File: src/rtl/wb_arbiter2_pkg.sv
// Shared bus constants and arbiter state encoding for the Wishbone arbiter slice.
package wb_arbiter2_pkg;

  localparam int unsigned WB_ADDR_W = 32;
  localparam int unsigned WB_DATA_W = 32;
  localparam int unsigned WB_SEL_W  = 4;

  typedef enum logic [1:0] {
    StIdle,
    StOwn0,
    StOwn1,
    StAbort
  } arb_state_t;

endpackage

File: src/rtl/wb_arbiter2_if.sv
// Classic Wishbone bundle; controller drives the cycle, peripheral answers it.
interface wb_if;
  import wb_arbiter2_pkg::*;

  logic                 cyc;
  logic                 stb;
  logic                 we;
  logic [WB_SEL_W-1:0]  sel;
  logic [WB_ADDR_W-1:0] addr;
  logic [WB_DATA_W-1:0] data_wr;
  logic                 ack;
  logic                 err;
  logic [WB_DATA_W-1:0] data_rd;

  modport controller (
    output cyc, stb, we, sel, addr, data_wr,
    input  ack, err, data_rd
  );

  modport peripheral (
    input  cyc, stb, we, sel, addr, data_wr,
    output ack, err, data_rd
  );

endinterface

File: src/rtl/wb_arbiter2_watchdog.sv
// Bus watchdog: counts stalled cycles and flags the cycle whose increment reaches TIMEOUT.
module wb_watchdog #(
  parameter int unsigned TIMEOUT = 255
) (
  input  logic i_clk,
  input  logic i_rst,
  input  logic i_clear,
  input  logic i_enable,
  output logic o_expire
);

  localparam int unsigned CNT_W = $clog2(TIMEOUT + 1);

  logic [CNT_W-1:0] cnt_q, cnt_d;

  always_comb begin
    cnt_d = cnt_q;
    if (i_clear) begin
      cnt_d = '0;
    end else if (i_enable && (cnt_q != CNT_W'(TIMEOUT))) begin
      cnt_d = cnt_q + 1'b1;
    end
  end

  always_ff @(posedge i_clk) begin
    if (i_rst) begin
      cnt_q <= '0;
    end else begin
      cnt_q <= cnt_d;
    end
  end

  // Fires in the stalled cycle whose increment would land on TIMEOUT.
  assign o_expire = i_enable && (cnt_q == CNT_W'(TIMEOUT - 1));

endmodule

File: src/rtl/wb_arbiter2.sv
// Two-requester Wishbone arbiter: registered round-robin grant held per transaction,
// with a watchdog that terminates unanswered cycles with err.
module wb_arbiter2
  import wb_arbiter2_pkg::*;
#(
  parameter int unsigned TIMEOUT = 255
) (
  input  logic       i_clk,
  input  logic       i_rst,
  wb_if.peripheral   wb_c0,
  wb_if.peripheral   wb_c1,
  wb_if.controller   wb_t,
  output logic [1:0] o_grant,
  output logic       o_timeout
);

  arb_state_t state_q, state_d;
  logic [1:0] grant_q, grant_d;
  logic       last_q, last_d;

  logic own0, own1, owned, in_abort, done;
  logic wd_clear, wd_enable, wd_expire;

  logic                 m_cyc, m_stb, m_we;
  logic [WB_SEL_W-1:0]  m_sel;
  logic [WB_ADDR_W-1:0] m_addr;
  logic [WB_DATA_W-1:0] m_data_wr;

  assign own0     = (state_q == StOwn0);
  assign own1     = (state_q == StOwn1);
  assign owned    = own0 | own1;
  assign in_abort = (state_q == StAbort);
  assign done     = wb_t.ack | wb_t.err;

  always_comb begin
    m_cyc     = wb_c0.cyc;
    m_stb     = wb_c0.stb;
    m_we      = wb_c0.we;
    m_sel     = wb_c0.sel;
    m_addr    = wb_c0.addr;
    m_data_wr = wb_c0.data_wr;
    if (own1) begin
      m_cyc     = wb_c1.cyc;
      m_stb     = wb_c1.stb;
      m_we      = wb_c1.we;
      m_sel     = wb_c1.sel;
      m_addr    = wb_c1.addr;
      m_data_wr = wb_c1.data_wr;
    end
  end

  assign wb_t.cyc     = owned & m_cyc;
  assign wb_t.stb     = owned & m_stb;
  assign wb_t.we      = owned & m_we;
  assign wb_t.sel     = owned ? m_sel : '0;
  assign wb_t.addr    = owned ? m_addr : '0;
  assign wb_t.data_wr = owned ? m_data_wr : '0;

  // Read data fans out unmuxed; only the qualifiers are steered to the owner.
  assign wb_c0.data_rd = wb_t.data_rd;
  assign wb_c1.data_rd = wb_t.data_rd;
  assign wb_c0.ack     = own0 & wb_t.ack;
  assign wb_c1.ack     = own1 & wb_t.ack;
  assign wb_c0.err     = (own0 & wb_t.err) | (in_abort & grant_q[0]);
  assign wb_c1.err     = (own1 & wb_t.err) | (in_abort & grant_q[1]);

  assign wd_clear  = ~owned;
  assign wd_enable = owned & m_cyc & ~done;

  wb_watchdog #(
    .TIMEOUT (TIMEOUT)
  ) u_watchdog (
    .i_clk    (i_clk),
    .i_rst    (i_rst),
    .i_clear  (wd_clear),
    .i_enable (wd_enable),
    .o_expire (wd_expire)
  );

  always_comb begin
    state_d = state_q;
    last_d  = last_q;
    case (state_q)
      StIdle: begin
        if (wb_c0.cyc && wb_c1.cyc) begin
          state_d = last_q ? StOwn0 : StOwn1;
        end else if (wb_c0.cyc) begin
          state_d = StOwn0;
        end else if (wb_c1.cyc) begin
          state_d = StOwn1;
        end
      end
      StOwn0, StOwn1: begin
        // A real response beats a same-cycle watchdog expiry.
        if (done || !m_cyc) begin
          state_d = StIdle;
          last_d  = own1;
        end else if (wd_expire) begin
          state_d = StAbort;
        end
      end
      StAbort: begin
        state_d = StIdle;
        last_d  = grant_q[1];
      end
      default: state_d = StIdle;
    endcase
  end

  always_comb begin
    grant_d = 2'b00;
    case (state_d)
      StOwn0:  grant_d = 2'b01;
      StOwn1:  grant_d = 2'b10;
      StAbort: grant_d = grant_q;
      default: grant_d = 2'b00;
    endcase
  end

  always_ff @(posedge i_clk) begin
    if (i_rst) begin
      state_q <= StIdle;
      grant_q <= 2'b00;
      last_q  <= 1'b1;
    end else begin
      state_q <= state_d;
      grant_q <= grant_d;
      last_q  <= last_d;
    end
  end

  assign o_grant   = grant_q;
  assign o_timeout = in_abort;

endmodule

File: src/flat_wrapper.sv
// flat-port wrapper written by rule: the top's interface ports become plain ports
module wb_arbiter2_flat import wb_arbiter2_pkg::*;
#(
  parameter int unsigned TIMEOUT = 255
)
  (i_clk, i_rst, o_grant, o_timeout, wb_c0_cyc, wb_c0_stb, wb_c0_we, wb_c0_sel, wb_c0_addr, wb_c0_data_wr, wb_c0_ack, wb_c0_err, wb_c0_data_rd, wb_c1_cyc, wb_c1_stb, wb_c1_we, wb_c1_sel, wb_c1_addr, wb_c1_data_wr, wb_c1_ack, wb_c1_err, wb_c1_data_rd, wb_t_cyc, wb_t_stb, wb_t_we, wb_t_sel, wb_t_addr, wb_t_data_wr, wb_t_ack, wb_t_err, wb_t_data_rd);
  wb_if wb_c0_i ();
  wb_if wb_c1_i ();
  wb_if wb_t_i ();
  input  logic i_clk;
  input  logic i_rst;
  output logic [1:0] o_grant;
  output logic o_timeout;
  input wire logic [$bits(wb_c0_i.cyc)-1:0] wb_c0_cyc;
  input wire logic [$bits(wb_c0_i.stb)-1:0] wb_c0_stb;
  input wire logic [$bits(wb_c0_i.we)-1:0] wb_c0_we;
  input wire logic [$bits(wb_c0_i.sel)-1:0] wb_c0_sel;
  input wire logic [$bits(wb_c0_i.addr)-1:0] wb_c0_addr;
  input wire logic [$bits(wb_c0_i.data_wr)-1:0] wb_c0_data_wr;
  output wire logic [$bits(wb_c0_i.ack)-1:0] wb_c0_ack;
  output wire logic [$bits(wb_c0_i.err)-1:0] wb_c0_err;
  output wire logic [$bits(wb_c0_i.data_rd)-1:0] wb_c0_data_rd;
  input wire logic [$bits(wb_c1_i.cyc)-1:0] wb_c1_cyc;
  input wire logic [$bits(wb_c1_i.stb)-1:0] wb_c1_stb;
  input wire logic [$bits(wb_c1_i.we)-1:0] wb_c1_we;
  input wire logic [$bits(wb_c1_i.sel)-1:0] wb_c1_sel;
  input wire logic [$bits(wb_c1_i.addr)-1:0] wb_c1_addr;
  input wire logic [$bits(wb_c1_i.data_wr)-1:0] wb_c1_data_wr;
  output wire logic [$bits(wb_c1_i.ack)-1:0] wb_c1_ack;
  output wire logic [$bits(wb_c1_i.err)-1:0] wb_c1_err;
  output wire logic [$bits(wb_c1_i.data_rd)-1:0] wb_c1_data_rd;
  output wire logic [$bits(wb_t_i.cyc)-1:0] wb_t_cyc;
  output wire logic [$bits(wb_t_i.stb)-1:0] wb_t_stb;
  output wire logic [$bits(wb_t_i.we)-1:0] wb_t_we;
  output wire logic [$bits(wb_t_i.sel)-1:0] wb_t_sel;
  output wire logic [$bits(wb_t_i.addr)-1:0] wb_t_addr;
  output wire logic [$bits(wb_t_i.data_wr)-1:0] wb_t_data_wr;
  input wire logic [$bits(wb_t_i.ack)-1:0] wb_t_ack;
  input wire logic [$bits(wb_t_i.err)-1:0] wb_t_err;
  input wire logic [$bits(wb_t_i.data_rd)-1:0] wb_t_data_rd;
  assign wb_c0_i.cyc = wb_c0_cyc;
  assign wb_c0_i.stb = wb_c0_stb;
  assign wb_c0_i.we = wb_c0_we;
  assign wb_c0_i.sel = wb_c0_sel;
  assign wb_c0_i.addr = wb_c0_addr;
  assign wb_c0_i.data_wr = wb_c0_data_wr;
  assign wb_c0_ack = wb_c0_i.ack;
  assign wb_c0_err = wb_c0_i.err;
  assign wb_c0_data_rd = wb_c0_i.data_rd;
  assign wb_c1_i.cyc = wb_c1_cyc;
  assign wb_c1_i.stb = wb_c1_stb;
  assign wb_c1_i.we = wb_c1_we;
  assign wb_c1_i.sel = wb_c1_sel;
  assign wb_c1_i.addr = wb_c1_addr;
  assign wb_c1_i.data_wr = wb_c1_data_wr;
  assign wb_c1_ack = wb_c1_i.ack;
  assign wb_c1_err = wb_c1_i.err;
  assign wb_c1_data_rd = wb_c1_i.data_rd;
  assign wb_t_cyc = wb_t_i.cyc;
  assign wb_t_stb = wb_t_i.stb;
  assign wb_t_we = wb_t_i.we;
  assign wb_t_sel = wb_t_i.sel;
  assign wb_t_addr = wb_t_i.addr;
  assign wb_t_data_wr = wb_t_i.data_wr;
  assign wb_t_i.ack = wb_t_ack;
  assign wb_t_i.err = wb_t_err;
  assign wb_t_i.data_rd = wb_t_data_rd;
  wb_arbiter2 #(.TIMEOUT(TIMEOUT)) u_core (.i_clk(i_clk), .i_rst(i_rst), .wb_c0(wb_c0_i), .wb_c1(wb_c1_i), .wb_t(wb_t_i), .o_grant(o_grant), .o_timeout(o_timeout));
endmodule
File: config.mk
export PLATFORM = sky130hd
export DESIGN_NAME = wb_arbiter2_flat
export DESIGN_NICKNAME = d
export VERILOG_FILES = /design/src/rtl/wb_arbiter2_pkg.sv /design/src/rtl/wb_arbiter2_if.sv /design/src/rtl/wb_arbiter2_watchdog.sv /design/src/rtl/wb_arbiter2.sv /design/src/flat_wrapper.sv
export SDC_FILE = /design/constraint.sdc
export NUM_CORES = 1
export LEC_CHECK = 0
export ABC_AREA = 1
export ABC_CLOCK_PERIOD_IN_PS = 1900
export CAP_MARGIN = 40
export CORE_AREA = 3 3 122 124
export DETAILED_ROUTE_END_ITERATION = 7
export DIE_AREA = 0 0 125 127
export GPL_TIMING_DRIVEN = 1
export HOLD_SLACK_MARGIN = 0.02
export RECOVER_POWER = 100
export SLEW_MARGIN = 5
export SYNTH_ARGS = -nofsm -noshare
export SYNTH_HDL_FRONTEND = slang
export SYNTH_SLANG_ARGS = --single-unit
File: constraint.sdc
create_clock -name i_clk -period 1.9 [get_ports i_clk]
set_input_delay 0.38 -clock i_clk [delete_from_list [all_inputs] [get_ports i_clk]]
set_output_delay 0.38 -clock i_clk [all_outputs]
set_load 0.005 [all_outputs]
==> PnR_summary.wiki, run 1 <==
{| class="wikitable"
! Metric !! Value
|-
| Total congestion overflow || 0
|-
| Switching Fraction || 33.9%
|-
| Area taken by multi-input logic gates || 1700 um^2
|-
| CP max FO || 6
|-
| Floorplan die width || 125 um
|-
| Final Skew || 1.92 ps
|-
| Pwr dens || 434 nW/um^2
|-
| Post-synthesis register bit count || 13
|-
| Total power of the final layout || 2.35 mW
|-
| WL per Instance || 16.9 um
|-
| Remaining DRCs || 0
|-
| Number of nets produced by synthesis || 611
|-
| RSZ-0062 raised after global routing || yes
|-
| Min-delay worst type || reg2reg
|-
| Crit path time final || 2020 ps
|-
| Vias in the first global route || 3250
|-
| Final cycle utilization of the critical path || 106%
|-
| Clk sinks || 13
|-
| CTS Buf Count || 3
|-
| Antenna diode count || 0
|-
| Clock Tree Buf Depth || 2
|-
| Final-report hold violation count || 0
|-
| Iteration-0 DRC count of the detailed router || 108
|-
| Final hold slack || 493 ps
|-
| Startpoint Class || flip-flop
|-
| Seq/Total Area, Yosys || 11.4%
|-
| Clock tree from TritonCTS || built
|-
| Number of port buffers || 223
|-
| Largest net degree at the start of global routing || 15
|-
| Reg clk slew, reported paths || 40 ps
|-
| Final sum of negative setup slack || -2680 ps
|-
| Site row count || 43
|-
| Total detailed-routing wirelength || 13900 um
|-
| Count of cells along the worst hold path || 2
|-
| Internal reg-to-reg setup slack || 50 ps
|-
| Net switching power || 0.799 mW
|-
| Logic gate share of total power || 70.6%
|-
| Area enclosed by the die boundary || 15900 um^2
|-
| Global-route total usage across every layer || 16.0%
|-
| Starting density of the core || 16.5%
|-
| Combined area of all synthesized cells || 2290 um^2
|-
| Status || finished, violations left
|-
| # IOs || 320
|-
| Arrival @ worst endpoint || 1640 ps
|-
| Last weighted congestion value of the routability-driven placer || 0.816
|-
| Number of antenna-violating nets in the routed design || 0
|-
| Count of unique library cells instantiated by Yosys || 23
|-
| Share of total power in the clock network || 16.9%
|-
| Number of antenna violations at the first check in global routing || 0
|-
| Hold bufs inserted after CTS || 0
|-
| Required arrival time at the worst endpoint || 1520 ps
|-
| Synthesized netlist cell count || 427
|-
| Fill cells || 1443
|-
| Fraction of final layout cells sized beyond drive strength 1 || 36.5%
|-
| Total leakage power || 2.46 nW
|-
| Max H-tree Level || 1
|-
| Worst reg2reg path depth || 11
|-
| Register area || 263 um^2
|-
| Worst max-slew margin expressed relative to the limit || 85.7%
|-
| Via count normalized by instance count || 4.22
|-
| Failing checks || setup timing
|-
| Number of setup violations in the final report || 56
|-
| First-pass iteration count of the detailed router || 4
|-
| Fraction of power consumed by sequential logic || 12.5%
|-
| Kind of end point of the critical path || primary output
|-
| Relative area change from synthesis to final layout || 137%
|-
| Wire length of the first global-routing pass || 19900 um
|-
| Net count of the finished layout || 826
|-
| F_max || 496 MHz
|-
| Slew at the pin closest to its max-slew limit || 212 ps
|-
| Ys Warns || 0
|-
| Internal Pwr Total || 1.56 mW
|-
| Mean post-synth cell area || 5.35 um^2
|-
| Height of the die || 127 um
|-
| Worst-case setup margin in the final layout || -117 ps
|-
| Max_cap viols || 0
|-
| Total via count in the routed design || 3467
|-
| Clock latency on the worst-skew pair || 240 ps
|-
| Clock Tree Root || clkbuf_16
|-
| Worst setup path category || reg2out
|-
| Number of slew-limit violations in the final report || 0
|-
| VDD IR max || 0.360 mV
|-
| Core outline area || 13900 um^2
|-
| Half-perimeter wire length of the detailed placement result || 9100 um
|}
==> path summary, 6_finish.rpt <==
| path | endpoint | start |
|---|---|---|
| worst max-delay path | wb_t_addr[26] | u_core.state_q[1] |
| worst min-delay path | u_core.last_q | u_core.last_q |
| worst max register to register | u_core.u_watchdog.cnt_q[0] | u_core.state_q[1] |
| worst min register to register | u_core.last_q | u_core.last_q |
==> metal layers <==
metal / global-route usage, % / up-vias / routed length (um)
li1: - / 1729 / -
met1: 20.1 / 1528 / 5650
met2: 26.9 / 181 / 6760
met3: 4.39 / 29 / 1140
met4: 4.46 / 0 / 347
met5: 0 / - / 0
==> worst max-delay path, stage by stage (launching register included) <==
cell and delay [ps]:
dfxtp_2 340, buf_6 110, ha_4 220, inv_8 80
buf_12 140, buf_16 130, buf_6 110, nor2_4 100
nor2_2 40, buf_2 120
==> stage by stage <==
stage	cells	setup WS (ps)	instance area, um^2	utilization (%)
after floorplan	427	183	2290	-
after global placement	763	-355	4430	31.9
after detailed placement	763	-336	4430	31.9
after CTS	822	-189	5360	38.6
after global routing	821	-187	5430	39.1
final	821	-117	5430	39.1
==> synth_stat cells <==
cell / instances / area, um^2
nor2_2: 1 / 6.26
dfxtp_1: 13 / 260
nand2_1: 36 / 135
nor2_1: 158 / 593
nand3_1: 8 / 40.0
nand4_1: 1 / 6.26
o21ai_0: 76 / 380
o211ai_1: 1 / 7.51
buf_6: 2 / 22.5
inv_2: 1 / 3.75
ha_1: 6 / 75.1
clkbuf_1: 21 / 78.8
nand2_2: 1 / 6.26
nand3_2: 2 / 20.0
nor2_4: 1 / 11.3
buf_4: 64 / 480
buf_2: 1 / 5.00
xnor2_1: 1 / 8.76
clkinv_1: 1 / 3.75
inv_1: 21 / 78.8
o21ai_2: 1 / 8.76
a21oi_1: 9 / 45.0
a22o_1: 1 / 8.76
==> sequential cells by signal (all words and copies together) (netlist names) <==
| register | count |
|---|---|
| u_core.last_q | 1 |
| u_core.u_watchdog.cnt_q | 8 |
| u_core.o_grant | 2 |
| u_core.state_q | 2 |
==> cells in the final DEF (no fill, tap or decap), drive strengths merged, types with 2 or more instances in the layout <==
cell type	count
a21oi	9
buf	142
clkbuf	8
clkdlybuf4s50	145
dfxtp	13
dlygate4sd2	5
dlygate4sd3	2
ha	6
inv	22
nand2	37
nand3	10
nor2	160
o21ai	77
==> cell type report <==
class,count,area share [%]
Sequential cell,13,4.84
Multi-Input combinational cell,303,31.3
Clock buffer,4,1.45
Tap cell,180,4.15
Inverter,23,1.73
Timing Repair Buffer,298,56.5
==> timing repair <==
item / 4_1_cts / 5_1_grt
pin swaps: 47 / 36
buffers inserted: 38 / 2
resized for setup: 427 / 78
cloned: 17 / 0
setup endpoints to repair: 76 / 78
==> logic make-up (layout without fill, tap and decap cells) <==
group / after synthesis / after routing / share of synthesized area [%]
and+or+nand+nor: 208 / 208 / 35.8
buffers and inverters: 111 / 325 / 29.4
AOI/OAI and AO/OA: 88 / 88 / 19.7
DFF: 13 / 13 / 11.4
adders and majority gates: 6 / 6 / 3.28
xor gates and xnor gates: 1 / 1 / 0.383
==> power by group through the flow <==
stage / Combinational (mW) / Sequential [mW] / Clock [mW]
finish: 1.66 / 0.293 / 0.399
global route: 1.78 / 0.294 / 0.425
CTS: 1.64 / 0.293 / 0.411
detailed placement: 1.17 / 0.297 / 0
global placement: 1.18 / 0.297 / 0
floorplan: 0.453 / 0.295 / 0
No activity file was read; power rests on OpenSTA's default activity.
==> inputs of run 2 (changes only) <==
--- a/config.mk
+++ b/config.mk
@@ -6,11 +6,11 @@
 export NUM_CORES = 1
 export LEC_CHECK = 0
 export ABC_AREA = 1
-export ABC_CLOCK_PERIOD_IN_PS = 1900
+export ABC_CLOCK_PERIOD_IN_PS = 2600
 export CAP_MARGIN = 40
-export CORE_AREA = 3 3 122 124
+export CORE_AREA = 3 3 125 127
 export DETAILED_ROUTE_END_ITERATION = 7
-export DIE_AREA = 0 0 125 127
+export DIE_AREA = 0 0 128 130
 export GPL_TIMING_DRIVEN = 1
 export HOLD_SLACK_MARGIN = 0.02
 export RECOVER_POWER = 100
==> constraint.sdc (replaced) <==
create_clock -name i_clk -period 2.6 [get_ports i_clk]
set_input_delay 0.52 -clock i_clk [delete_from_list [all_inputs] [get_ports i_clk]]
set_output_delay 0.52 -clock i_clk [all_outputs]
set_load 0.005 [all_outputs]
==> run 2 against run 1 <==
Against the previous run:
- largest power group unchanged
- the run now ends clean
- combinational power shrank 48%
- first-iteration DRC count grew 39%
- via count shrank 10%
- clock skew is essentially flat
- hold slack lost 13 ps
- sequential power shrank 27%
- wire length shrank 8.5%
- register-to-register slack gained 540 ps
- sequential share of layout area grew 1.0 points
- count of clock-buffer cells in the layout is the same
==> PnR_summary.wiki, run 2 (synthesis gave the netlist of run 1 again) <==
{| class="wikitable"
! Metric !! Value
|-
| Crit path time final || 2510 ps
|-
| Worst-case setup margin in the final layout || 90.4 ps (was -117 ps)
|-
| Fin cells || 765 (was 821)
|-
| Flip-flop count of the largest register, all copies and words added || 8 (unchanged)
|-
| Floorplan die width || 128 um (was 125 um)
|-
| Commonest cells after routing, fill and taps aside || clkdlybuf4s50_1, nor2_1, o21ai_0, nand2_1, inv_1 (was clkdlybuf4s50_1, nor2_1, buf_2, o21ai_2, nand2_1)
|-
| Startpoint Class || flip-flop (unchanged)
|-
| Largest net degree at the start of global routing || 39 (was 15)
|-
| Required arrival time at the worst endpoint || 2080 ps (was 1520 ps)
|-
| Hold bufs inserted after CTS || 0 (unchanged)
|-
| Final-report hold violation count || 0 (unchanged)
|-
| Relative area change from synthesis to final layout || 96.9% (was 137%)
|-
| WL per Instance || 16.6 um (was 16.9 um)
|-
| Number of slew-limit violations in the final report || 0 (unchanged)
|-
| Status || completed (was finished, violations left)
|-
| Wire length of the first global-routing pass || 17400 um (was 19900 um)
|-
| Area enclosed by the die boundary || 16600 um^2 (was 15900 um^2)
|-
| Clock Tree Buf Depth || 2 (unchanged)
|-
| Global-route total usage across every layer || 13.4% (was 16.0%)
|-
| Placed cell count || 757 (was 763)
|-
| CP max stage cell || clkdlybuf4s50_1 (was dfxtp_2)
|-
| RSZ-0062 raised after global routing || yes (unchanged)
|-
| Total leakage power || 1.88 nW (was 2.46 nW)
|-
| Iteration-0 DRC count of the detailed router || 150 (was 108)
|-
| Number of port buffers || 223 (unchanged)
|-
| First-pass iteration count of the detailed router || 4 (unchanged)
|-
| Final cycle utilization of the critical path || 96.5%
|-
| Number of setup violations in the final report || 0 (was 56)
|-
| Min-delay worst type || reg2reg (unchanged)
|-
| Net count of the finished layout || 766 (was 826)
|-
| Clock latency on the worst-skew pair || 240 ps (about the same)
|-
| Worst max-slew margin expressed relative to the limit || 52.9% (was 85.7%)
|-
| Most frequent standard cell in the layout excluding fill and tap cells || clkdlybuf4s50_1 (unchanged)
|-
| Final sum of negative setup slack || 0 ps (was -2680 ps)
|-
| Fraction of final layout cells sized beyond drive strength 1 || 4.99% (was 36.5%)
|-
| Clock Tree Root || clkbuf_16 (unchanged)
|-
| Number of antenna-violating nets in the routed design || 0 (unchanged)
|-
| Final Skew || 2.03 ps (was 1.92 ps)
|-
| Series of cell instances along the critical path || inv_2 -> ha_4 -> inv_4 -> buf_4 -> buf_8 -> nor2_1 -> nor2_1 -> clkdlybuf4s50_1 (was buf_6 -> ha_4 -> inv_8 -> buf_12 -> buf_16 -> buf_6 -> nor2_4 -> nor2_2 -> buf_2)
|-
| CP max FO || 16 (was 6)
|-
| Remaining DRCs || 0 (unchanged)
|-
| Core outline area || 14500 um^2 (was 13900 um^2)
|-
| Arrival @ worst endpoint || 1990 ps (was 1640 ps)
|-
| CTS Buf Count || 3 (unchanged)
|-
| Clk sinks || 13 (unchanged)
|-
| Half-perimeter wire length of the detailed placement result || 9960 um (was 9100 um)
|-
| Max stage delay on crit path || 520 ps (was 340 ps)
|-
| Reg clk slew, reported paths || 40 ps (about the same)
|-
| Last weighted congestion value of the routability-driven placer || 0.860 (was 0.816)
|-
| Setup Slack @ Placement || 152 ps (was -336 ps)
|-
| Max H-tree Level || 1 (unchanged)
|-
| Slew at the pin closest to its max-slew limit || 704 ps (was 212 ps)
|-
| Via count normalized by instance count || 4.08 (was 4.22)
|-
| Buffering stage count on the worst path with inverters included || 5 (was 6)
|-
| Site row count || 44 (was 43)
|-
| Crit path top cell by count || nor2_1 (was buf_6)
|-
| Antenna diode count || 0 (unchanged)
|-
| Number of antenna violations at the first check in global routing || 0 (unchanged)
|-
| Total via count in the routed design || 3121 (was 3467)
|-
| VDD IR max || 0.351 mV (was 0.360 mV)
|-
| Total detailed-routing wirelength || 12700 um (was 13900 um)
|-
| Clock tree from TritonCTS || built (unchanged)
|-
| Starting density of the core || 15.7% (was 16.5%)
|-
| Register name with the most flops || u_core.u_watchdog.cnt_q (unchanged)
|-
| Kind of end point of the critical path || primary output (unchanged)
|-
| F_max || 398 MHz
|-
| Total power of the final layout || 1.38 mW (was 2.35 mW)
|-
| Max_cap viols || 0 (unchanged)
|-
| # IOs || 320 (unchanged)
|-
| Pwr dens || 306 nW/um^2 (was 434 nW/um^2)
|-
| Total congestion overflow || 0 (unchanged)
|-
| Height of the die || 130 um (was 127 um)
|-
| CP delay by family, top || buffers and inverters (unchanged)
|-
| Worst setup path category || reg2out (unchanged)
|-
| Vias in the first global route || 2804 (was 3250)
|}
==> run 2: cell types whose count changed in the layout (fill, tap and decap cells not counted), moves of 13 or more <==
cell,previous run,this run
nor2_1,133,160
buf_16,16,1
nor2_2,18,0
clkdlybuf4s50_1,145,206
dlygate4sd3_1,2,15
o21ai_2,45,1
buf_2,69,0
o21ai_0,11,76
buf_6,22,2
o21ai_1,18,0
==> run 2: worst paths after layout <==
| check | from | end | slack [ps] | cells past startpoint |
|---|---|---|---|---|
| setup / recovery | u_core.state_q[0] | wb_t_addr[15] | 90 | 8 |
| setup reg to reg | u_core.state_q[0] | u_core.u_watchdog.cnt_q[5] | 590 | 10 |
| hold reg to reg | u_core.last_q | u_core.last_q | 480 | 2 |
| hold / removal | u_core.last_q | u_core.last_q | 480 | 2 |
==> run 2: cell type report <==
cell class / count / area (um^2)
Inverter: 23 / 88.8
Sequential cell: 13 / 265
Fill cell: 1580 / 10000
Tap cell: 184 / 230
Clock buffer: 4 / 78.8
Multi-Input combinational cell: 303 / 1370
Timing Repair Buffer: 238 / 2470
==> run 2: timing repair <==
item / CTS / global route
buffers inserted: 0 / 1
gates resized for setup: 7 / 8
pin swaps: 0 / 2
setup endpoints to repair: 39 / 60
gates cloned: 2 / 1
==> run 2: layer usage <==
metal | wire (um) | track usage, %
met1 | 5120 | 17.0
met5 | 0 | 0
met4 | 72 | 1.69
met2 | 6150 | 22.9
met3 | 1380 | 4.50
==> run 2: stage by stage <==
stage	util, %	instance area [um^2]	hold WS, ps
after global placement	29.5	4290	473
final	31.0	4500	480
after detailed placement	29.5	4290	469
after floorplan	-	2290	446
after CTS	30.7	4460	476
after global routing	31.0	4500	515
==> run 2: power by group <==
group          switching (mW)  total (mW)  leakage (nW)  internal (mW)
Combinational           0.342       0.871          1.73          0.529
Clock                  0.0845       0.291        0.0382          0.207
Sequential            0.00604       0.214         0.107          0.208
==> run 2: worst min-delay path, cell delays in order (launching register included) <==
cell     delay (ps)
dfxtp_1         300
o21ai_0          70
nand3_1          60
==> inputs of run 3 (changes only) <==
--- a/config.mk
+++ b/config.mk
@@ -13,6 +13,7 @@
 export DIE_AREA = 0 0 128 130
 export GPL_TIMING_DRIVEN = 1
 export HOLD_SLACK_MARGIN = 0.02
+export PLACE_DENSITY_LB_ADDON = 0.15
 export RECOVER_POWER = 100
 export SLEW_MARGIN = 5
 export SYNTH_ARGS = -nofsm -noshare
==> run 3 against run 2 <==
Against the previous run:
- final cell count increased by 0.39%
- critical endpoint is now wb_t_data_wr[17]
- highest routed layer unchanged
- critical path type unchanged
- sequential power about the same
- largest power group unchanged
- utilization decreased by 0.11 points
==> PnR_summary.wiki, run 3 (synthesis gave the netlist of run 1 again) <==
{| class="wikitable"
! Metric !! Value
|-
| Status || completed (unchanged)
|-
| Post-route cell area || 4490 um^2 (was 4500 um^2)
|-
| Crit path time final || 2520 ps (was 2510 ps)
|-
| Number of antenna-violating nets in the routed design || 0 (unchanged)
|-
| Commonest cells after routing, fill and taps aside || clkdlybuf4s50_1, nor2_1, o21ai_0, nand2_1, inv_1 (unchanged)
|-
| Clk sinks || 13 (unchanged)
|-
| Area post-placement || 4320 um^2 (was 4290 um^2)
|-
| Worst setup path category || reg2out (unchanged)
|-
| Top Metal Used || met4 (unchanged)
|-
| RSZ-0062 raised after global routing || yes (unchanged)
|-
| VDD IR max || 0.255 mV (was 0.351 mV)
|-
| Final Skew || 2.05 ps (was 2.03 ps)
|-
| First-pass iteration count of the detailed router || 4 (unchanged)
|-
| Remaining DRCs || 0 (unchanged)
|-
| R2r endpoint || u_core.u_watchdog.cnt_q[3] (was u_core.u_watchdog.cnt_q[5])
|-
| Half-perimeter wire length of the detailed placement result || 11200 um (was 9960 um)
|-
| Internal Pwr Total || 0.946 mW (was 0.944 mW)
|-
| Placed cell count || 760 (was 757)
|-
| Max_cap viols || 0 (unchanged)
|-
| Switching Fraction || 31.8% (was 31.4%)
|-
| Via count normalized by instance count || 4.11 (was 4.08)
|-
| Hold-critical path endpoint || u_core.last_q (unchanged)
|-
| Metal1 wirelength || 5300 um (was 5120 um)
|-
| Met2 wire length || 7140 um (was 6150 um)
|-
| Final sum of negative setup slack || 0 ps (unchanged)
|-
| Clock Tree Root || clkbuf_16 (unchanged)
|-
| Register name with the most flops || u_core.u_watchdog.cnt_q (unchanged)
|-
| Global-route total usage across every layer || 14.9% (was 13.4%)
|-
| Worst R2R Start || u_core.state_q[0] (unchanged)
|-
| WL per Instance || 17.7 um (was 16.6 um)
|-
| Internal reg-to-reg setup slack || 510 ps (was 590 ps)
|-
| Final hold slack || 491 ps (was 480 ps)
|-
| Beginning of the worst hold path || u_core.last_q (unchanged)
|-
| Total detailed-routing wirelength || 13600 um (was 12700 um)
|-
| Fraction of final layout cells sized beyond drive strength 1 || 5.48% (was 4.99%)
|-
| Startpoint Class || flip-flop (unchanged)
|-
| Worst reg2reg path depth || 10 (unchanged)
|-
| Clock Tree Buf Depth || 2 (unchanged)
|-
| Vias in the first global route || 3048 (was 2804)
|-
| Fraction of power consumed by sequential logic || 15.5% (about the same)
|-
| Max H-tree Level || 1 (unchanged)
|-
| Number of slew-limit violations in the final report || 0 (unchanged)
|-
| Relative area change from synthesis to final layout || 96.2% (was 96.9%)
|-
| Site row count || 44 (unchanged)
|-
| Floorplan die width || 128 um (unchanged)
|-
| Number of antenna violations at the first check in global routing || 0 (unchanged)
|-
| Logic gate share of total power || 63.6% (was 63.3%)
|-
| Final-report hold violation count || 0 (unchanged)
|-
| F_max || 397 MHz (was 398 MHz)
|-
| Starting density of the core || 15.7% (unchanged)
|-
| Min-delay worst type || reg2reg (unchanged)
|-
| Pwr dens || 309 nW/um^2 (was 306 nW/um^2)
|-
| Worst-case setup margin in the final layout || 83.1 ps (was 90.4 ps)
|-
| Largest net degree at the start of global routing || 49 (was 39)
|-
| Met3 Routed Length || 1050 um (was 1380 um)
|-
| Total leakage power || 1.90 nW (was 1.88 nW)
|-
| Area enclosed by the die boundary || 16600 um^2 (unchanged)
|-
| # IOs || 320 (unchanged)
|-
| Total via count in the routed design || 3156 (was 3121)
|-
| Setup Slack @ Placement || 106 ps (was 152 ps)
|-
| CP max FO || 13 (was 16)
|-
| Iteration-0 DRC count of the detailed router || 166 (was 150)
|-
| Net count of the finished layout || 769 (was 766)
|-
| Hold bufs inserted after CTS || 0 (unchanged)
|-
| Clock tree from TritonCTS || built (unchanged)
|-
| Net switching power || 0.440 mW (was 0.432 mW)
|-
| Required arrival time at the worst endpoint || 2080 ps (about the same)
|-
| Slew at the pin closest to its max-slew limit || 740 ps (was 704 ps)
|-
| Reg clk slew, reported paths || 50 ps (was 40 ps)
|-
| Number of port buffers || 223 (unchanged)
|-
| Number of setup violations in the final report || 0 (unchanged)
|-
| Arrival @ worst endpoint || 2000 ps (was 1990 ps)
|-
| Wire length of the first global-routing pass || 19200 um (was 17400 um)
|-
| Fin cells || 768 (was 765)
|-
| CTS Buf Count || 3 (unchanged)
|-
| Kind of end point of the critical path || primary output (unchanged)
|-
| Antenna diode count || 0 (unchanged)
|-
| Share of total power in the clock network || 20.9% (was 21.2%)
|-
| Worst max-slew margin expressed relative to the limit || 50.5% (was 52.9%)
|-
| Final cycle utilization of the critical path || 96.8% (was 96.5%)
|-
| Most frequent standard cell in the layout excluding fill and tap cells || clkdlybuf4s50_1 (unchanged)
|-
| Core outline area || 14500 um^2 (unchanged)
|-
| Flip-flop count of the largest register, all copies and words added || 8 (unchanged)
|-
| Last weighted congestion value of the routability-driven placer || 0.818 (was 0.860)
|-
| Clock latency on the worst-skew pair || 240 ps (about the same)
|-
| Height of the die || 130 um (unchanged)
|-
| Count of cells along the worst hold path || 2 (unchanged)
|-
| Total congestion overflow || 0 (unchanged)
|}
-- run 3: metrics by stage --
stage | total power, mW | util (%)
final | 1.39 | 30.9
after global routing | 1.48 | 30.9
after CTS | 1.41 | 30.8
after detailed placement | 1.07 | 29.7
after global placement | 1.07 | 29.7
after floorplan | 0.547 | -
-- run 3: what timing repair did --
item	CTS	global route
setup buffers	0	3
gates resized for setup	12	13
setup endpoints to repair	67	19
gates cloned	1	0
pin swaps	2	2
-- run 3: worst max-delay path by stage --
stage	start	endpoint	slack, ps	cells past startpoint
6_report	u_core.state_q[1]	wb_t_data_wr[17]	80	6
2_1_floorplan	u_core.state_q[0]	wb_t_addr[0]	740	7
3_5_place_dp	u_core.state_q[1]	wb_t_data_wr[18]	110	6
3_3_place_gp	u_core.state_q[1]	wb_t_data_wr[18]	120	6
5_1_grt	u_core.state_q[1]	wb_t_data_wr[9]	-0.8	6
4_1_cts	u_core.state_q[1]	wb_t_data_wr[27]	20	7
-- run 3: worst max-delay path, stage by stage (launching register included) --
cell,delay (ps)
dfxtp_4,370
inv_2,70
ha_4,310
buf_12,140
o21ai_0,80
nor2_1,190
clkdlybuf4s50_1,600
-- run 3: final cells by class --
type                            instances  area [um^2]
Fill cell                            1609        10000
Timing Repair Buffer                  241         2450
Multi-Input combinational cell        303         1370
Sequential cell                        13          265
Tap cell                              184          230
Inverter                               23         88.8
Clock buffer                            4         78.8
-- run 3: power groups by stage --
| stage | sequential [mW] | combinational (mW) | clock, mW |
|---|---|---|---|
| 2_1_floorplan | 0.216 | 0.331 | 0 |
| 3_3_place_gp | 0.217 | 0.856 | 0 |
| 3_5_place_dp | 0.217 | 0.855 | 0 |
| 4_1_cts | 0.215 | 0.897 | 0.296 |
| 5_1_grt | 0.215 | 0.957 | 0.311 |
| 6_report | 0.215 | 0.881 | 0.290 |
-- run 3: metal layers --
metal,track usage [%],up-vias
met4,2.25,0
met1,17.2,1401
met5,0,-
li1,-,1593
met3,3.56,10
met2,28.2,152
==> RTL edit, RTL diff (flow settings as in run 3) <==
`TIMEOUT` is set to 255 in 3 places; all go to 510.
--- a/src/rtl/wb_arbiter2_watchdog.sv
+++ b/src/rtl/wb_arbiter2_watchdog.sv
@@ -1,6 +1,6 @@
 // Bus watchdog: counts stalled cycles and flags the cycle whose increment reaches TIMEOUT.
 module wb_watchdog #(
-  parameter int unsigned TIMEOUT = 255
+  parameter int unsigned TIMEOUT = 510
 ) (
   input  logic i_clk,
   input  logic i_rst,
--- a/src/rtl/wb_arbiter2.sv
+++ b/src/rtl/wb_arbiter2.sv
@@ -3,7 +3,7 @@
 module wb_arbiter2
   import wb_arbiter2_pkg::*;
 #(
-  parameter int unsigned TIMEOUT = 255
+  parameter int unsigned TIMEOUT = 510
 ) (
   input  logic       i_clk,
   input  logic       i_rst,
--- a/src/flat_wrapper.sv
+++ b/src/flat_wrapper.sv
@@ -1,7 +1,7 @@
 // flat-port wrapper written by rule: the top's interface ports become plain ports
 module wb_arbiter2_flat import wb_arbiter2_pkg::*;
 #(
-  parameter int unsigned TIMEOUT = 255
+  parameter int unsigned TIMEOUT = 510
 )
   (i_clk, i_rst, o_grant, o_timeout, wb_c0_cyc, wb_c0_stb, wb_c0_we, wb_c0_sel, wb_c0_addr, wb_c0_data_wr, wb_c0_ack, wb_c0_err, wb_c0_data_rd, wb_c1_cyc, wb_c1_stb, wb_c1_we, wb_c1_sel, wb_c1_addr, wb_c1_data_wr, wb_c1_ack, wb_c1_err, wb_c1_data_rd, wb_t_cyc, wb_t_stb, wb_t_we, wb_t_sel, wb_t_addr, wb_t_data_wr, wb_t_ack, wb_t_err, wb_t_data_rd);
   wb_if wb_c0_i ();
Formal check against the unedited RTL: same outputs for any inputs over 10 cycles, from zero or initial values and one cycle with i_rst high; that may be too few to reach the edited logic, so the function may still have changed.
==> RTL edit against run 3 <==
- sequential cell count increased by 1
- largest cell class unchanged
- power rose by 2.6%
- synthesized area rose by 3.0%
- clock skew grew 0.0033 ns
- worst setup slack got worse by 0.025 ns
- register-to-register slack worse by 0.12 ns
- combinational power down 2%
- die area unchanged
- sequential power grew 6%
- wire length grew 1.8%
- design area increased by 2.4%
==> RTL edit: results (changes against run 3) <==
metric	value	unit	change
status	completed		
power_leakage	1.90	nW	about the same
vias	3178		+0.70%
grt_pass1_vias	2954		-3.1%
antenna_found_initial	0		unchanged
htree_levels	1		unchanged
slew_viol_final	0		unchanged
clk_latency	0.25	ns	
drive_gt1_share	5.91	%	+0.43 points
synthTopCellsByArea	nor2_1 25%, buf_4 20%, o21ai_0 16%		
holdPathStages	2		unchanged
seq_area_frac_synth	11.9	%	+0.52 points
skew	0.00537	ns	+0.00331 ns
wl_per_cell	17.9	um	+0.73%
r2r-end	u_core.u_watchdog.cnt_q[7]$_SDFFE_PP0P_		
max_slew_margin	77.4	%	+27 points
grt_pass1_wl	19000	um	-1.2%
slowest_stage	clkdlybuf4s50_1		
reg2reg_depth	12		+2
synthTopCellsByCount	154 x nor2_1, 75 x o21ai_0, 64 x buf_4, 40 x nand2_1, 21 x clkbuf_1		
largest_reg_flops	9		+1
slowest_delay	0.54	ns	-0.06 ns
hpwlAfterDp	11300	um	+0.77%
setup_viol	0		unchanged
min_period	2.54	ns	+0.0248 ns
cts_root_buf	clkbuf_16		
place_worst_setup_slack	0.0605	ns	-0.0452 ns
endpoint	wb_t_addr[31]		
firstDrtPassIters	4		unchanged
p_int	0.000983	W	+3.9%
nets	778		+1.2%
gp_congestion	0.816		-0.24%
synth_compound_area_share	19.0	%	-0.74 points
placed_area	0.00439	mm^2	+1.5%
globalRouteMet2Util	26.9	%	-1.3 points
reg2reg_slack	0.39	ns	-0.12 ns
drt_iter0_drc	112		-33%
synth_fa_ha_area_share	3.72	%	+0.44 points
synth_xor_area_share	2.60	%	+2.2 points
grt_usage	14.8	%	-0.051 points
use_met3	4.13	%	+0.57 points
worstPathMaxFanout	18		+5
peakVddDrop	228	uV	-11%
grt_max_degree	25		-49%
filler_cell_count	1600		-0.56%
syn_nets	615		+0.65%
grtUsageMet1	17.7	%	+0.44 points
-- RTL edit: cell count changes after synthesis, moves of 2 or more --
| cell | delta |
|---|---|
| a21oi_1 | +2 |
| inv_1 | -3 |
| nand2_1 | +4 |
| nand2_4 | +2 |
| nand3_1 | -2 |
| nand3_2 | -2 |
| nor2_1 | -4 |
| xor2_1 | +5 |
-- RTL edit: timing repair --
action / CTS / global route
endpoints found under the setup margin: 69 / 64
pin swaps: 0 / 6
cloned: 1 / 1
buffers inserted: 0 / 3
gates resized for setup: 9 / 20
-- RTL edit: area by class of cell --
class                           instances  area (um^2)  share of cell area [%]
Multi-Input combinational cell        309         1420                    30.9
Timing Repair Buffer                  245         2490                    54.3
Inverter                               20         81.3                    1.77
Sequential cell                        14          282                    6.13
Tap cell                              184          230                    5.01
Clock buffer                            4         88.8                    1.93
-- RTL edit: how the worst min path moves through the flow --
stage	from	end	slack, ns
detailed placement	u_core.last_q$_SDFFE_PP1P_	u_core.last_q$_SDFFE_PP1P_	0.46
CTS	u_core.last_q$_SDFFE_PP1P_	u_core.last_q$_SDFFE_PP1P_	0.47
floorplan	u_core.last_q$_SDFFE_PP1P_	u_core.last_q$_SDFFE_PP1P_	0.44
global placement	u_core.last_q$_SDFFE_PP1P_	u_core.last_q$_SDFFE_PP1P_	0.46
global route	u_core.last_q$_SDFFE_PP1P_	u_core.last_q$_SDFFE_PP1P_	0.49
finish	u_core.last_q$_SDFFE_PP1P_	u_core.last_q$_SDFFE_PP1P_	0.48
-- RTL edit: power groups by stage --
stage | clock network [W] | registers [W] | logic, W
floorplan | 0 | 0.000232 | 0.000323
global placement | 0 | 0.000232 | 0.000837
detailed placement | 0 | 0.000232 | 0.000836
CTS | 0.000334 | 0.000228 | 0.000867
global route | 0.000339 | 0.000229 | 0.000943
finish | 0.000326 | 0.000228 | 0.000867
-- RTL edit: kinds of logic after synthesis --
logic type | count (synthesis)
buf+inv | 107
compound gates | 88
xor+xnor | 7
flops | 14
fa+ha+maj | 7
simple gates | 207
-- RTL edit: per-stage QoR --
stage	utilization, %	hold slack (ns)	instances
floorplan	-	0.437	430
global route	31.6	0.493	776
global placement	30.2	0.456	767
CTS	31.3	0.473	772
detailed placement	30.2	0.459	767
finish	31.6	0.476	776
-- RTL edit: routing by layer --
layer / part of all wire (%) / wire (um) / vias up
li1: - / - / 1609
met1: 40 / 5550 / 1399
met2: 51 / 7010 / 164
met3: 8.8 / 1220 / 6
met4: 0.63 / 87 / 0
met5: 0 / 0 / -
-- RTL edit: worst max-delay path: cells and delay by family (launching register included) --
kind / cells / cell delay, ns
DFF: 1 / 0.31
adders and majority gates: 1 / 0.19
buffers and inverters: 4 / 1.05
and+or+nand+nor: 2 / 0.23
